**config.mk**
```make
export PLATFORM = sky130hd
export DESIGN_NAME = bz_packetizer
export DESIGN_NICKNAME = d
export VERILOG_FILES = /design/src/rtl/bz_router_pkg.sv /design/src/rtl/bz_packetizer.sv
export SDC_FILE = /design/constraint.sdc
export NUM_CORES = 1
export LEC_CHECK = 0
export CELL_PAD_IN_SITES_DETAIL_PLACEMENT = 0
export CELL_PAD_IN_SITES_GLOBAL_PLACEMENT = 1
export CORE_ASPECT_RATIO = 1.2
export CORE_MARGIN = 5
export CORE_UTILIZATION = 40
export CTS_CLUSTER_DIAMETER = 150
export DETAILED_ROUTE_END_ITERATION = 10
export PLACE_DENSITY_LB_ADDON = 0.1
export REMOVE_ABC_BUFFERS = 1
export SLEW_MARGIN = 25
export SYNTH_ARGS = -nofsm -noshare
export SYNTH_HDL_FRONTEND = slang
export SYNTH_SLANG_ARGS = --single-unit
```
**constraint.sdc**
```tcl
create_clock -name clk -period 2.82 [get_ports clk]
set_clock_uncertainty 0.05 [all_clocks]
set_input_delay 0.705 -clock clk [delete_from_list [all_inputs] [get_ports clk]]
set_output_delay 0.705 -clock clk [all_outputs]
set_load 0.02 [all_outputs]
```
**src/rtl/bz_router_pkg.sv**
```systemverilog
// Shared router flit definitions, used by the packetizer and the downstream deserializer.
package bz_router_pkg;

   localparam int FLIT_W    = 11;
   localparam int TAIL_BIT  = 10;
   localparam int NPCroute  = 10;
   localparam int NPCdata   = 30;

   // Split of the 30 routed word bits into three 10-bit payloads
   localparam int W_HI_MSB  = 29;
   localparam int W_HI_LSB  = 20;
   localparam int W_MID_MSB = 19;
   localparam int W_MID_LSB = 10;
   localparam int W_LO_MSB  = 9;
   localparam int W_LO_LSB  = 0;

   typedef enum logic [2:0] {
      IDLE = 3'd0,
      HDR  = 3'd1,
      F0   = 3'd2,
      F1   = 3'd3,
      F2   = 3'd4
   } bz_state_e;

endpackage

```
**src/rtl/bz_packetizer.sv**
```systemverilog
// Turns 32-bit core words into 11-bit router flits: one header per packet, three
// data flits per word, merging back-to-back same-route words up to MAX_WORDS.
//
// state | meaning
// IDLE  | waiting for a word; a follows v
// HDR   | emitting header flit (route)
// F0    | emitting word bits 29:20
// F1    | emitting word bits 19:10
// F2    | emitting word bits 9:0, tail unless next word merges
module bz_packetizer
   import bz_router_pkg::*;
#(
   parameter int MAX_WORDS = 4
) (
   input  logic                clk,
   input  logic                reset,
   input  logic                PC_in_channel_v,
   output logic                PC_in_channel_a,
   input  logic [31:0]         PC_in_channel_d,
   input  logic [NPCroute-1:0] route,
   input  logic                isfull,
   output logic [FLIT_W-1:0]   data_out,
   output logic                wrreq,
   output logic                code_err,
   output logic [15:0]         pkt_count
);

   localparam logic [3:0] MAX_W = 4'(MAX_WORDS);

   bz_state_e             state_q, state_d;
   logic [NPCdata-1:0]    word_q;
   logic [NPCroute-1:0]   cur_route_q;
   logic [3:0]            cnt_q;
   logic                  code_err_q;
   logic [15:0]           pkt_count_q;

   logic                  wr;
   logic                  cont;
   logic                  accept;

   assign wr     = (state_q != IDLE) && !isfull;
   assign cont   = PC_in_channel_v && (route == cur_route_q) && (cnt_q < MAX_W);
   assign accept = PC_in_channel_v && PC_in_channel_a;

   always_ff @(posedge clk or posedge reset) begin
      if (reset) begin
         state_q <= IDLE;
      end else begin
         state_q <= state_d;
      end
   end

   always_comb begin
      state_d = state_q;
      case (state_q)
         IDLE:    if (accept) state_d = HDR;
         HDR:     if (wr)     state_d = F0;
         F0:      if (wr)     state_d = F1;
         F1:      if (wr)     state_d = F2;
         F2:      if (wr)     state_d = cont ? F0 : IDLE;
         default:             state_d = IDLE;
      endcase
   end

   always_comb begin
      PC_in_channel_a = 1'b0;
      data_out        = '0;
      wrreq           = wr;
      case (state_q)
         IDLE: PC_in_channel_a = PC_in_channel_v && !isfull;
         HDR:  data_out = {1'b0, cur_route_q};
         F0:   data_out = {1'b0, word_q[W_HI_MSB:W_HI_LSB]};
         F1:   data_out = {1'b0, word_q[W_MID_MSB:W_MID_LSB]};
         F2: begin
            // Tail follows live v/route while stalled; only the written value matters
            data_out        = {!cont, word_q[W_LO_MSB:W_LO_LSB]};
            PC_in_channel_a = cont && !isfull;
         end
         default: data_out = '0;
      endcase
   end

   always_ff @(posedge clk or posedge reset) begin
      if (reset) begin
         word_q      <= '0;
         cur_route_q <= '0;
         cnt_q       <= '0;
         code_err_q  <= 1'b0;
         pkt_count_q <= '0;
      end else begin
         if (accept) begin
            word_q      <= PC_in_channel_d[NPCdata-1:0];
            cur_route_q <= route;
            cnt_q       <= (state_q == IDLE) ? 4'd1 : cnt_q + 4'd1;
            if (PC_in_channel_d[31:30] != 2'b00) begin
               code_err_q <= 1'b1;
            end
         end
         if ((state_q == F2) && wr && !cont) begin
            pkt_count_q <= pkt_count_q + 16'd1;
         end
      end
   end

   assign code_err  = code_err_q;
   assign pkt_count = pkt_count_q;

endmodule

```
# --- Yosys cells after proc, flatten, opt, wreduce, memory -nomap -nowiden ---
# Index checks and enable logic that the tools add are counted.
word_totals:
  ff_bits: 64
  word_cells: 44
op_classes:
  addsub: 2
  n_lt_le_gt_ge: 1
  eq_ne: 10
  n_mux: 10
  n_reduce_logical: 15
ops:
  columns: ["cell", "n"]
  rows:
  - ["$pmux 11 s4", 1]
  - ["$add 16x1->16 const B", 1]
  - ["$mux 3", 5]
  - ["$pmux 3 s5", 1]
  - ["$eq 10x10->1", 1]
  - ["$ne 2x2->1 const B", 5]
  - ["$logic_and 1x1->1", 8]
  - ["$eq 3x2->1 const B", 2]
  - ["$reduce_and 5->1", 1]
  - ["$add 4x1->4 const B", 1]
  - ["$lt 4x3->1 const B", 1]
  - ["$mux 4", 1]
  - ["$eq 3x1->1 const B", 1]
  - ["$eq 3x3->1 const B", 1]
  - ["$logic_not 3->1", 1]
  - ["$reduce_bool 3->1", 1]
  - ["$logic_not 1->1", 2]
  - ["$mux 2", 1]
  - ["$pmux 1 s2", 1]
  - ["$reduce_and 2->1", 1]
  - ["$reduce_bool 2->1", 1]

# --- Depth between registers and ports, before layout ---
logic_depth:
  ltp_word: 8
  depth_mapped: 7
  mapped_depth_nobuf: 5

# --- Worst setup path before layout ---
# Ideal clock, no wire load.
synth_timing:
  path_kind: "input to output"
  start: "input port isfull"
  end: "output port PC_in_channel_a"
  arrival_ps: 1840
  required_ps: 2065
  path_slack_ps: 225
  path_stages: 5
  path_buffers: 2
  cell_sequence: "clkbuf_1 -> and3b_1 -> a21oi_4 -> buf_6 -> inv_1"
synth_between:
  elab_chain_cells: 3
  elab_cells_between_ends: 4
  cone_classes: "1 x mux; 3 x reduce/logical"
synth_lines:
  columns: ["item", "line", "text"]
  rows:
  - ["start: declaration", "bz_packetizer.sv:21", "input logic isfull,"]
  - ["$logic_not 1->1 *", "bz_packetizer.sv:70, bz_packetizer.sv:77", null]
  - ["$logic_and 1x1->1, on equally long branches", "bz_packetizer.sv:77, bz_packetizer.sv:70", null]
  - ["$pmux 1 s2 *", "bz_packetizer.sv:69", "case (state_q)"]
  - ["end: declaration", "bz_packetizer.sv:18", "output logic PC_in_channel_a,"]
# Every way passes the cells marked *; elsewhere a longest branch is shown, timed or not.

# --- Final worst setup path ---
layout_timing:
  start: "input port route[8]"
  end: "output port data_out[10]"
layout_between:
  elab_chain_cells: 5
layout_lines:
  columns: ["item", "line", "text"]
  rows:
  - ["start: declaration", "bz_packetizer.sv:20", "input logic [NPCroute-1:0] route,"]
  - ["$eq 10x10->1", "bz_packetizer.sv:42", "assign cont = PC_in_channel_v && (route == cur_route_q) && (cnt_q < MAX_W);"]
  - ["$logic_and 1x1->1 (2 in a row)", "bz_packetizer.sv:42", null]
  - ["$logic_not 1->1", "bz_packetizer.sv:76", "data_out = {!cont, word_q[W_LO_MSB:W_LO_LSB]};"]
  - ["$pmux 11 s4", "bz_packetizer.sv:69", null]
  - ["end: declaration", "bz_packetizer.sv:22", "output logic [FLIT_W-1:0] data_out,"]
# Every way passes these cells.

==> out/results.txt <==
Status = completed
Main combinational cell family by area after synthesis = multiplexers
Max-slew headroom = 0.498
Hold path cells = 1
First-pass GRT wire length = 11500 µm
CTS tree = built
Grt total ovfl = 0
Initial core utilization = 0.404
Synth Cell Area = 3240 µm²
Count leader, synth = dfrtp_1
Fmax = 369 MHz
Inserted Clock Buffers = 9
Post-DP HPWL = 5060 µm
Post-Synth Simple-Gate Area = 0.112
Crit path kind = in -> out
Row count = 36
Maximum clock path buffer count = 2
Initial antenna violation count = 0
Yosys cell types = 40
Reg clk slew, reported paths = 80 ps
Final WL = 7020 µm
Hold bufs inserted after CTS = 0
Crit path DAT = 1960 ps
Post-placement setup slack = -580 ps
Finished Layout Cells = 442
Nets = 390
Top cell type's share of synthesized area = 0.495
GPL Wtd Cong = 0.728
Final Max Slew Viols = 0
Placed cell count = 426
Final Hold Vio Count = 0
Max Cap Violations = 0
Ys async rst share = 1.00
Seq/Total Area, Yosys = 0.495
Crit path capture type = primary output
Number of synthesized register bits = 64
Pwr Density = 937 nW/µm²
Share of cells above drive strength 1 = 0.262
Synth Instances = 249
Crit Reg-Reg Endpoint = word_q[1]
# IOs = 76
Hold Crit Start = pkt_count[15]
Vias in the first global route = 2307
Drt initial violations = 113
Syn Area/Cell = 13.0 µm²
Leak Pwr = 2.06 nW
Fin worst setup slack = 108 ps
Die ar. = 10000 µm²
Multiplexer share of the synthesized area = 0.221
Post-DP Area = 4180 µm²
Total GRT Usage = 0.148
Detail Route Antenna Nets = 0
CTS root buffer = clkbuf_8
Fin crit period = 2710 ps
Setup Total Neg Slack = 0 ps
Ys flop type = dfrtp_1
Worst endpoint required time = 2070 ps
Max H-tree Level = 3
Largest net degree at the start of global routing = 46
Die height = 109 µm
Worst Reg-to-Reg Cells = 6
Post-synth EDFFs = 0
Layout area overhead = 33.7%
Yosys warnings = 0
Drt drc = 0
Synth Area in Compound Gates = 0.0622
Startpoint types = input port
Area contributors post-synth = dfrtp_1 49%, mux2_4 18%, xnor2_1 3.8%
Vias/cell = 5.11
Synth Area in Adders = 0.00773
Worst R2R Setup Slack = 570 ps
First-pass iteration count of the detailed router = 5
XOR/XNOR Fraction of Synth Area = 0.0703
Final Cell Area = 4330 µm²
Commonest cells post-synth = 64 x dfrtp_1, 38 x mux2_4, 14 x xnor2_1, 12 x xor2_1, 11 x nand2_1
Hold WC Path Type = reg -> reg
Final period utilization = 0.962
Worst-path maximum fanout = 2
Worst Max-Slew Pin Slew = 753 ps
Yosys top cell by area = dfrtp_1
Worst-Skew Late Latency = 330 ps
Port bufs = 75
Final setup violation count = 0
Post-CTS Setup Inserts = 0
RSZ-0062 raised after global routing = no
Antenna cells = 0
Die span in x = 92.1 µm
Via count = 2260
Worst VDD drop = 0.417 mV
Clock sinks = 64
Wire length per cell = 15.9 µm
Hold Path End = pkt_count[15]
Reg-to-reg startpoint = state_q[1]
Core area = 8020 µm²
[where the power goes]
group	internal (mW)	switching (mW)
clock	0.404	0.358
combinational	1.01	0.765
sequential	1.26	0.258
total	2.68	1.38
[registers in the layout, indices dropped and copies added (netlist names)]
register,flops
word_q,30
pkt_count,16
cur_route_q,10
cnt_q,4
state_q,3
code_err,1
[placed cells by master, fill, tap and decap left out, types with 3 or more instances in the layout]
| cell | synthesis | routed |
|---|---|---|
| a22oi_1 | 10 | 10 |
| buf_4 | 2 | 20 |
| clkbuf_2 | 0 | 5 |
| clkbuf_8 | 0 | 9 |
| clkdlybuf4s50_1 | 0 | 51 |
| clkinv_2 | 0 | 3 |
| dfrtp_1 | 64 | 64 |
| dlygate4sd2_1 | 0 | 15 |
| mux2_2 | 4 | 4 |
| mux2_4 | 38 | 38 |
| mux2i_1 | 10 | 10 |
| nand2_1 | 11 | 11 |
| nand2b_1 | 3 | 3 |
| nand3_1 | 5 | 4 |
| nand3b_1 | 3 | 3 |
| nand4_1 | 4 | 4 |
| nor2_1 | 8 | 8 |
| nor2b_1 | 6 | 6 |
| nor3_1 | 8 | 8 |
| o21ai_0 | 3 | 3 |
| o22ai_1 | 10 | 10 |
| xnor2_1 | 14 | 13 |
| xor2_1 | 12 | 12 |
[worst max path at each step]
stage	startpoint	to	slack, ps	depth (start not counted)
after floorplan	route[2]	PC_in_channel_a	-910	5
after global placement	route[3]	data_out[10]	-570	7
after detailed placement	route[2]	data_out[10]	-580	7
after CTS	route[9]	data_out[10]	40	7
after global routing	route[8]	data_out[10]	7	7
final	route[8]	data_out[10]	110	7
[kinds of logic (layout without fill, tap and decap cells)]
group           after synthesis  in the layout
buf+inv                      15            113
xor+xnor                     26             26
flops                        64             64
fa+ha+maj                     2              2
compound gates               29             29
mux                          52             52
simple gates                 61             61
[what timing repair did]
action                                  CTS  global route
pin swaps                                 5            11
hold endpoints to repair                  0             0
resized for setup                        32            13
endpoints found under the setup margin   13             2
[layer usage]
layer	GRT usage	wire length, µm	vias to the layer above
li1	-	-	1080
met1	0.195	3300	1113
met2	0.229	3240	58
met3	0.0348	360	9
met4	0.0701	121	0
met5	0	0	-
[worst max-delay path, cell delays in order]
cell             delay, ps
clkdlybuf4s15_1        200
xnor2_1                170
nand4_1                170
nor4_4                 320
buf_4                  170
nor2_1                  40
buf_4                  170
[per-stage QoR]
stage                     power (mW)   util  hold WS, ps
after floorplan                 2.71      -          405
after global placement          3.41  0.522          408
after detailed placement        3.42  0.522          416
after CTS                       4.10  0.541          429
after global routing            4.32  0.540          452
final                           4.06  0.540          423
[area by class of cell]
type	instances	area (µm²)
Timing Repair Buffer	95	862
Clock buffer	10	128
Clock inverter	6	60.1
Sequential cell	64	1600
Fill cell	727	3690
Inverter	2	7.51
Tap cell	95	119
Multi-Input combinational cell	170	1550
Note: power is estimated with default switching activity, not from simulation.
